<file path="config.mk">
export PLATFORM = sky130hd
export DESIGN_NAME = dm_bus_arbiter
export DESIGN_NICKNAME = d
export VERILOG_FILES = /design/src/rtl/dm_bus_arbiter_pkg.sv /design/src/rtl/dm_arb_idx_fifo.sv /design/src/rtl/dm_bus_arbiter.sv
export SDC_FILE = /design/constraint.sdc
export NUM_CORES = 1
export LEC_CHECK = 0
export BUFFER_PORTS_ARGS = -buffer_cell sky130_fd_sc_hd__buf_2
export CORE_AREA = 4 4 108 110
export DETAILED_ROUTE_END_ITERATION = 6
export DIE_AREA = 0 0 112 114
export GPL_ROUTABILITY_DRIVEN = 0
export PLACE_DENSITY = 0.61
export REMOVE_ABC_BUFFERS = 1
export SKIP_LAST_GASP = 1
export SYNTH_ARGS = -nofsm -noshare
export SYNTH_HDL_FRONTEND = slang
export SYNTH_SLANG_ARGS = --single-unit
</file>
<file path="constraint.sdc">
create_clock -name clk_i -period 1.7 [get_ports clk_i]
set_input_delay 0.255 -clock clk_i [delete_from_list [all_inputs] [get_ports clk_i]]
set_output_delay 0.255 -clock clk_i [all_outputs]
set_load 0.05 [all_outputs]
</file>
<file path="src/rtl/dm_bus_arbiter_pkg.sv">
// Shared definitions for the debug-module system-bus arbiter and its helpers.
package dm_bus_arbiter_pkg;

    // Default bus width used by the packed request record below.
    localparam int unsigned DmBusWidth = 32;

    // Width of an index that selects one of n items (never narrower than 1 bit).
    function automatic int unsigned arb_idx_width(input int unsigned n);
        return (n > 1) ? $clog2(n) : 1;
    endfunction

    // One requester's bus transaction, so per-port inputs can become packed arrays of it.
    typedef struct packed {
        logic [DmBusWidth-1:0]   addr;
        logic                    we;
        logic [DmBusWidth/8-1:0] be;
        logic [DmBusWidth-1:0]   wdata;
    } dm_bus_req_t;

endpackage

</file>
<file path="src/rtl/dm_arb_idx_fifo.sv">
// Small synchronous-reset FIFO of requester indices. Granted transactions are
// pushed in order, and each in-order response pops the head to find its owner.
module dm_arb_idx_fifo
    import dm_bus_arbiter_pkg::*;
#(
    parameter int unsigned Width = 1,
    parameter int unsigned Depth = 2
) (
    input  logic             clk_i,
    input  logic             rst_i,
    input  logic             push_i,
    input  logic [Width-1:0] data_i,
    input  logic             pop_i,
    output logic             full_o,
    output logic             empty_o,
    output logic [Width-1:0] head_o
);

    localparam int unsigned PtrW = arb_idx_width(Depth);
    localparam int unsigned CntW = $clog2(Depth + 1);
    localparam logic [PtrW-1:0] LastPtr = PtrW'(Depth - 1);

    logic [Width-1:0] r_mem [Depth];
    logic [PtrW-1:0]  r_wr_ptr;
    logic [PtrW-1:0]  r_rd_ptr;
    logic [CntW-1:0]  r_count;
    logic             w_push;
    logic             w_pop;

    assign full_o  = (r_count == CntW'(Depth));
    assign empty_o = (r_count == '0);
    assign head_o  = r_mem[r_rd_ptr];

    // A push while full or a pop while empty is ignored.
    assign w_push = push_i & ~full_o;
    assign w_pop  = pop_i & ~empty_o;

    // Storage write; only the pointers and count define which entries are valid.
    // NOTE: the storage array has no reset -- stale contents are never read
    // because empty_o guards every pop, and leaving it unreset keeps it plain RAM.
    always_ff @(posedge clk_i) begin
        if (w_push) begin
            r_mem[r_wr_ptr] <= data_i;
        end
    end

    // Pointer and occupancy bookkeeping.
    // NOTE: sequential state uses non-blocking assignments so every register
    // samples the pre-edge values, independent of statement order.
    always_ff @(posedge clk_i) begin
        if (rst_i) begin
            r_wr_ptr <= '0;
            r_rd_ptr <= '0;
            r_count  <= '0;
        end else begin
            if (w_push) begin
                r_wr_ptr <= (r_wr_ptr == LastPtr) ? '0 : r_wr_ptr + 1'b1;
            end
            if (w_pop) begin
                r_rd_ptr <= (r_rd_ptr == LastPtr) ? '0 : r_rd_ptr + 1'b1;
            end
            case ({w_push, w_pop})
                2'b10:   r_count <= r_count + 1'b1;
                2'b01:   r_count <= r_count - 1'b1;
                default: r_count <= r_count;
            endcase
        end
    end

endmodule

</file>
<file path="src/rtl/dm_bus_arbiter.sv">
// Round-robin arbiter sharing one req/gnt/r_valid bus master port between
// NrPorts requesters. A request presented downstream is locked until granted,
// and responses are routed back in order through an index FIFO.
module dm_bus_arbiter
    import dm_bus_arbiter_pkg::*;
#(
    parameter int unsigned NrPorts        = 2,
    parameter int unsigned BusWidth       = 32,
    parameter int unsigned MaxOutstanding = 2
) (
    input  logic                            clk_i,
    input  logic                            rst_i,
    input  logic [NrPorts-1:0]              req_i,
    input  logic [NrPorts-1:0]              we_i,
    input  logic [NrPorts*BusWidth-1:0]     addr_i,
    input  logic [NrPorts*BusWidth/8-1:0]   be_i,
    input  logic [NrPorts*BusWidth-1:0]     wdata_i,
    output logic [NrPorts-1:0]              gnt_o,
    output logic [NrPorts-1:0]              r_valid_o,
    output logic [BusWidth-1:0]             r_rdata_o,
    output logic                            master_req_o,
    output logic [BusWidth-1:0]             master_add_o,
    output logic                            master_we_o,
    output logic [BusWidth/8-1:0]           master_be_o,
    output logic [BusWidth-1:0]             master_wdata_o,
    input  logic                            master_gnt_i,
    input  logic                            master_r_valid_i,
    input  logic [BusWidth-1:0]             master_r_rdata_i
);

    localparam int unsigned IdxW = arb_idx_width(NrPorts);
    localparam int unsigned BeW  = BusWidth / 8;
    localparam logic [IdxW-1:0] LastIdx = IdxW'(NrPorts - 1);

    logic [IdxW-1:0]     r_rr_ptr;
    logic                r_lock;
    logic [IdxW-1:0]     r_lock_idx;

    logic [IdxW-1:0]     w_rr_sel;
    logic [IdxW-1:0]     w_cand;
    logic                w_found;
    logic [IdxW-1:0]     w_sel;
    logic [IdxW-1:0]     w_next_rr;
    logic                w_grant;
    logic                w_resp;
    logic                w_fifo_full;
    logic                w_fifo_empty;
    logic [IdxW-1:0]     w_fifo_head;

    logic [BusWidth-1:0] w_addr  [NrPorts];
    logic [BusWidth-1:0] w_wdata [NrPorts];
    logic [BeW-1:0]      w_be    [NrPorts];

    // Unpack the flat per-port buses so the output mux is a plain array index.
    for (genvar p = 0; p < NrPorts; p++) begin : g_unpack
        assign w_addr[p]  = addr_i[p*BusWidth +: BusWidth];
        assign w_wdata[p] = wdata_i[p*BusWidth +: BusWidth];
        assign w_be[p]    = be_i[p*BeW +: BeW];
    end

    // Round-robin search: first requesting port at or after r_rr_ptr, wrapping.
    // NOTE: every signal driven here gets a default before the loop so no path
    // leaves it unassigned, which would otherwise infer a latch.
    always_comb begin
        w_rr_sel = r_rr_ptr;
        w_cand   = '0;
        w_found  = 1'b0;
        for (int unsigned i = 0; i < NrPorts; i++) begin
            w_cand = IdxW'((32'(r_rr_ptr) + i) % NrPorts);
            if (!w_found && req_i[w_cand]) begin
                w_rr_sel = w_cand;
                w_found  = 1'b1;
            end
        end
    end

    // A stalled request stays pinned to its port until the slave grants it.
    assign w_sel     = r_lock ? r_lock_idx : w_rr_sel;
    assign w_next_rr = (w_sel == LastIdx) ? '0 : w_sel + 1'b1;

    // Downstream request and payload are a zero-latency mux of the selected port.
    assign master_req_o   = ~rst_i & req_i[w_sel] & ~w_fifo_full;
    assign master_add_o   = w_addr[w_sel];
    assign master_we_o    = we_i[w_sel];
    assign master_be_o    = w_be[w_sel];
    assign master_wdata_o = w_wdata[w_sel];

    assign w_grant   = master_req_o & master_gnt_i;
    assign w_resp    = ~rst_i & master_r_valid_i & ~w_fifo_empty;
    assign r_rdata_o = master_r_rdata_i;

    // Grant goes only to the selected port; response only to the oldest owner.
    always_comb begin
        gnt_o     = '0;
        r_valid_o = '0;
        gnt_o[w_sel]           = w_grant;
        r_valid_o[w_fifo_head] = w_resp;
    end

    // Arbitration state: advance the pointer on grant, lock a stalled request.
    always_ff @(posedge clk_i) begin
        if (rst_i) begin
            r_rr_ptr   <= '0;
            r_lock     <= 1'b0;
            r_lock_idx <= '0;
        end else if (w_grant) begin
            r_rr_ptr <= w_next_rr;
            r_lock   <= 1'b0;
        end else if (master_req_o) begin
            r_lock     <= 1'b1;
            r_lock_idx <= w_sel;
        end
    end

    // Outstanding owners, oldest at the head. A pop in the full cycle does not
    // free a slot for a same-cycle push, costing one bubble.
    dm_arb_idx_fifo #(
        .Width (IdxW),
        .Depth (MaxOutstanding)
    ) u_idx_fifo (
        .clk_i   (clk_i),
        .rst_i   (rst_i),
        .push_i  (w_grant),
        .data_i  (w_sel),
        .pop_i   (w_resp),
        .full_o  (w_fifo_full),
        .empty_o (w_fifo_empty),
        .head_o  (w_fifo_head)
    );

    // Protocol monitors: stray responses and requests withdrawn while locked.
    always_ff @(posedge clk_i) begin
        if (!rst_i) begin
            assert (!(master_r_valid_i && w_fifo_empty))
                else $warning("dm_bus_arbiter: response with no outstanding transaction");
            assert (!(r_lock && !req_i[r_lock_idx]))
                else $warning("dm_bus_arbiter: locked request withdrawn before grant");
        end
    end

endmodule

</file>
Word-level counts from Yosys, hierarchy flattened --
Memories as Yosys holds them, arrays and structs flattened. A register that Yosys moved wholly into a read port is not among the register bits. Cells that the tools add are included.
Cells by class: add/subtract/negate cells 6, $lt $le $gt $ge 7, equal/unequal tests 3, muxes and demuxes 32, bitwise logic cells 14, reduce and logical (&&, ||, !) cells 8
Operators by type and width (count):
- 2-to-1 mux 32 bit | 6
- 2-to-1 mux 1 bit | 20
- 2-to-1 mux 4 bit | 3
- < comparator 1 x 2 -> 1 bit, second input constant | 4
- AND 1 bit | 7
- adder 1 bit, second input constant | 4
- AND 2 bit | 2
- == test 2 bit, second input constant | 2
- NOT 1 bit | 4
- case mux 2 bit (2 select lines) | 1
- logical AND 1 bit | 3
- adder 2 x 1 -> 2 bit, second input constant | 1
- demux 1 bit (select 1 bit) | 2
- == test 2 x 1 -> 1 bit, second input constant | 1
- >= comparator 1 bit, second input constant | 2
- >= comparator 2 bit, second input constant | 1
- zero test 2 bit | 1
- NOT 1 -> 2 bit | 1
- AND reduction 2 bit | 1
- nonzero test 2 bit | 1
- OR reduction 2 bit | 1
- subtractor 2 x 1 -> 2 bit, second input constant | 1
- zero test 1 bit | 1
Word-level totals: bits in registers 7, RAM bits 2, input port bits 176, output and inout bits 106, logic and storage cells 77, memories kept 1
Memory list:
- u_idx_fifo.r_mem | words 2, bits a word 1, read ports 1, clocked after memory_dff 1, write ports 1, line dm_arb_idx_fifo.sv:23 | logic [Width-1:0] r_mem [Depth];

Depth between registers and ports, before layout --
depth in word-level cells 15, mapped depth 6, gate-level depth less buffers 6

Cells and area by module --
A second synthesis with hierarchy kept.
Second synthesis, totals: cell total of the unflattened synthesis 167, area, all modules 1589.0 um^2
By module, submodules not included:
- dm_bus_arbiter | times used 1, cells an instance 138, area an instance 1293.7 um^2, seq. area each 60.1 um^2
- dm_arb_idx_fifo | times used 1, cells an instance 29, area an instance 295.3 um^2, seq. area each 160.2 um^2

Least setup slack after synthesis --
No wires, ideal clock.
kind flip-flop to output port, start point register r_lock, end point output port gnt_o[1], arrival time 2273 ps, data required time 1445 ps, setup slack -828 ps, cell stages (with the launch flop) 5, path buffers 1, cells stage by stage dfxtp_1 > buf_2 > nand2_1 > o21ai_0 > nor4b_1
On the way: word-level cells in the longest chain between the ends 7, elaborated cells on any way between the ends 12, classes of those cells order compare (2); mux (5); bitwise (4); reduce/logical (1)
Ends and longest elaborated chain:
- start: declaration | line dm_bus_arbiter.sv:36 | logic r_lock;
- start signal: assignment | line dm_bus_arbiter.sv:104 | r_lock <= 1'b0;
- start signal: assignment | line dm_bus_arbiter.sv:108 | r_lock <= 1'b0;
- start signal: assignment | line dm_bus_arbiter.sv:110 | r_lock <= 1'b1;
- 2-to-1 mux 1 bit * | line dm_bus_arbiter.sv:78 | assign w_sel = r_lock ? r_lock_idx : w_rr_sel;
- 2-to-1 mux 1 bit (implied by the code) (2 in a row) | line dm_bus_arbiter.sv:82 | assign master_req_o = ~rst_i & req_i[w_sel] & ~w_fifo_full;
- AND 1 bit (2 in a row) | line dm_bus_arbiter.sv:82
- AND 1 bit | line dm_bus_arbiter.sv:88 | assign w_grant = master_req_o & master_gnt_i;
- AND 2 bit (no source line) *
- end: declaration | line dm_bus_arbiter.sv:18 | output logic [NrPorts-1:0] gnt_o,
Every way passes the cells marked *; elsewhere a longest branch is shown, timed or not. The select of a mux whose other input is x is not followed.

Final worst setup path --
start point register r_rr_ptr, end point output port master_wdata_o[17]
On the way: word-level cells in the longest chain between the ends 11, elaborated cells on any way between the ends 14, classes of those cells add/sub (1); mux (10); bitwise (1); reduce/logical (2)
Ends and longest elaborated chain:
- start: declaration | line dm_bus_arbiter.sv:35 | logic [IdxW-1:0] r_rr_ptr;
- start signal: assignment | line dm_bus_arbiter.sv:107 | r_rr_ptr <= w_next_rr;
- 2-to-1 mux 1 bit (implied by the code) (2 in a row) | line dm_bus_arbiter.sv:70 | if (!w_found && req_i[w_cand]) begin
- 2-to-1 mux 1 bit | line dm_bus_arbiter.sv:70
- zero test 1 bit | line dm_bus_arbiter.sv:70
- logical AND 1 bit | line dm_bus_arbiter.sv:70
- 2-to-1 mux 1 bit * | line dm_bus_arbiter.sv:70
- 2-to-1 mux 1 bit * | line dm_bus_arbiter.sv:78
- NOT 1 -> 2 bit (implied by the code) * | line dm_bus_arbiter.sv:86 | assign master_wdata_o = w_wdata[w_sel];
- 2-to-1 mux 32 bit (implied by the code) * (3 in a row) | line dm_bus_arbiter.sv:86
- end: declaration | line dm_bus_arbiter.sv:25 | output logic [BusWidth-1:0] master_wdata_o,
Marked as above.

==> run_results.csv <==
group,metric,value,unit
outcome,status,"finished, violations left",
outcome,violations,"negative setup slack",
synth,synth_cells,169,
clock_network,clk_pin_slew,0.04,ns
worst_setup_path,reg2reg_depth,6,
route,viasPerCell,4.14,
place,pre_cts_slack,-0.300,ns
route,drtIter0Drc,123,
place,portBuffers,217,
floorplan,die-area,0.0128,sq mm
layout,drive_gt1_share,88.9,%
floorplan,core_area,0.0107,sq mm
sta,tns,-23.42,ns
route,drt_wl_total,10600,um
worst_setup_path,critPathLaunchType,"register",
sta,max_freq,484,MHz
worst_setup_path,crit_chain,"nor2_4 -> o31ai_4 -> buf_4 -> buf_16 -> mux2_2 -> buf_4",
floorplan,boundaryPins,282,
synth,yosysWarnings,0,
clock_network,clockBufferDepth,2,
clock_network,clkSinkCount,10,
route,wl_per_cell,20.3,um
run,maxCapViolCount,0,
global_routing,antenna_found_initial,1,
floorplan,die_h,114,um
route,ant_nets,0,
layout,postLayoutCellArea,0.00348,sq mm
synth,synth_top_flop_cell,"dfxtp_1",
sta,timing.final.crit_period,2.06,ns
sta,rsz0062_at_grt,"yes",
clock_network,hold_buffers,0,
global_routing,grt-ovfl-total,0,
worst_setup_path,setup.worst_path.start,"r_rr_ptr$_SDFFE_PP0N_",
sta,hold_viol,0,
global_routing,grt_pass1_wl,14000,um
pwr,peakVddDrop,0.461,mV
synth,synth_edf_count,2,
floorplan,die_w,112,um
clock_network,clk_latency,0.24,ns
place,hpwl,8580,um
synth,synth_seq_cells,10,
global_routing,use_met2,20.6,%
layout,fin_nets,555,
global_routing,use_met1,19.8,%
floorplan,initial_core_util,15.4,%
layout,nFillCells,1113,
layout,fin_util,32.5,%
hold_path,hp-start,"master_gnt_i",
layout,syn_to_final_growth,111,%
route,drtPass1Iterations,4,
layout,multi_input_area,0.00121,sq mm
sta,period_share,121,%
synth,yosysSeqAreaShare,13.3,%
sta,setup_viol,73,
sta,slew_headroom,74.9,%
worst_setup_path,end_kind,"output pin",
clock_network,htreeDepth,1,
worst_setup_path,path_max_fanout,25,
sta,maxSlewViolCount,0,
route,vias,2154,
synth,synth.distinct_cells,35,
worst_setup_path,cp_slowest_cell,"dfxtp_4",
sta,fin_ws,-0.365,ns
clock_network,numCtsBuffers,3,
place,placed_area,0.00272,sq mm
floorplan,core.rowCount,38,
clock_network,cts_tree,"built",
layout,seq_area,230,sq um
synth,synth_area_per_cell,9.77,sq um
global_routing,met3_usage,8.81,%
sta,tightest_slew,0.376,ns
worst_setup_path,path_depth,6,
pwr,powerDensity,738,mW/mm^2
worst_setup_path,crit_family,"buffers and inverters",
worst_setup_path,worstPathRequired,1.44,ns
hold_path,whs_path_depth,3,
synth,synth_area,0.00165,sq mm
worst_setup_path,crit_path_frequent_cell,"buf_4",
synth,synthArstFlopShare,0,%
worst_setup_path,timing.rr.start,"r_lock$_SDFFE_PP0N_",
global_routing,grt_pass1_vias,2323,
worst_setup_path,cp.arrival,1.81,ns
worst_setup_path,path_buf_inv,3,
global_routing,globalRouteTotalUtil,14.6,%
global_routing,grt_start_max_net_pins,26,
pwr,p_leak,1.72,nW
worst_setup_path,crit_type,"register to output pin",
hold_path,hp-class,"primary input to register",
clock_network,cts_root_buf,"clkbuf_8",
route,drc_errors,0,
sta,skew,0.00580,ns
worst_setup_path,max_stage_delay,0.37,ns
global_routing,busiest_layer,"met2",
worst paths after layout:
check                                                          end  slack (ns)
worst max-delay path                            master_wdata_o[17]       -0.36
worst min-delay path                           r_lock$_SDFFE_PP0N_        0.33
worst max register to register  u_idx_fifo.r_count[1]$_SDFFE_PP0P_       -0.07
worst min register to register    u_idx_fifo.r_rd_ptr$_SDFFE_PP0P_        0.50
Yosys cell counts (2+ instances only):
library cell / count / area (sq um)
o21ai_0: 3 / 15.0
nor2b_1: 2 / 12.5
mux2_1: 5 / 56.3
buf_6: 7 / 78.8
nor3b_1: 2 / 15.0
dfxtp_1: 8 / 160
nor4_1: 2 / 12.5
edfxtp_1: 2 / 60.1
buf_4: 32 / 240
inv_1: 5 / 18.8
xor2_1: 2 / 17.5
xnor2_1: 2 / 17.5
nor2_1: 11 / 41.3
mux2_2: 64 / 721
o21a_1: 2 / 15.0
per-layer routing:
layer	up-vias	part of all wire (%)	routed length [um]
met4	2	0.17	18
met2	168	43	4540
met5	-	0.70	74
met1	986	42	4440
met3	6	14	1490
li1	992	-	-
area by class of cell:
cell class              count  share of cell area [%]
inverters                   6                   0.647
clock inverters             1                   0.108
repair buffers            245                    51.4
well taps                 140                    5.03
flip-flops and latches     10                    6.61
clock buffers               3                    1.19
multi-input cells         112                    34.8
diodes                      3                   0.216
worst min-delay path: stages:
cell and delay, ns:
buf_2 0.09, buf_4 0.11, a211oi_1 0.06
what timing repair did:
action                     CTS  global route
cloned                       3             1
pin swaps                    7             5
buffers inserted             4             5
setup endpoints to repair   75            75
resized for setup          124            47
stage by stage:
stage / instances / hold slack [ns] / power, mW
after floorplan: 128 / 0.324 / 1.41
after global placement: 501 / 0.478 / 1.85
after detailed placement: 501 / 0.492 / 1.87
after CTS: 512 / 0.327 / 2.46
after global routing: 517 / 0.340 / 2.69
final: 520 / 0.334 / 2.57
registers in the layout, indices dropped and copies added, names as in the netlist, named ones only:
register / flops
u_idx_fifo.r_count: 2
u_idx_fifo.r_rd_ptr: 1
u_idx_fifo.r_wr_ptr: 1
u_idx_fifo.r_mem: 2
r_lock: 1
r_lock_idx: 1
r_rr_ptr: 1
kinds of logic after synthesis:
| logic type | Yosys count | synth area share [%] |
|---|---|---|
| buffers and inverters | 47 | 21.2 |
| AO/OA/AOI/OAI | 15 | 8.04 |
| XOR/XNOR | 4 | 2.12 |
| adder cells (fa/ha/maj) | 1 | 0.758 |
| flip-flops | 10 | 13.3 |
| AND/OR/NAND/NOR | 22 | 6.82 |
| multiplexers | 70 | 47.7 |
power by group:
group,internal [mW],total [mW],switching [mW]
sequential,0.268,0.289,0.0210
combinational,0.889,2.03,1.14
clock,0.158,0.252,0.0934
total,1.32,2.57,1.25
cells in the final DEF, fill, tap and decap left out, types with 2 or more instances in the layout:
cell	count
buf_16	3
o21ai_0	2
buf_6	26
inv_2	2
buf_12	3
inv_1	4
xor2_1	2
o21a_1	2
buf_2	144
buf_4	55
nor2_4	2
dfxtp_4	2
dfxtp_1	4
clkbuf_8	3
nor2b_1	2
mux2_4	15
nor3b_1	2
edfxtp_1	2
buf_8	13
diode_2	3
dfxtp_2	2
mux2_2	53
xnor2_1	2
nor2_1	8
a21oi_2	2
No activity file was read; power rests on OpenSTA's default activity.
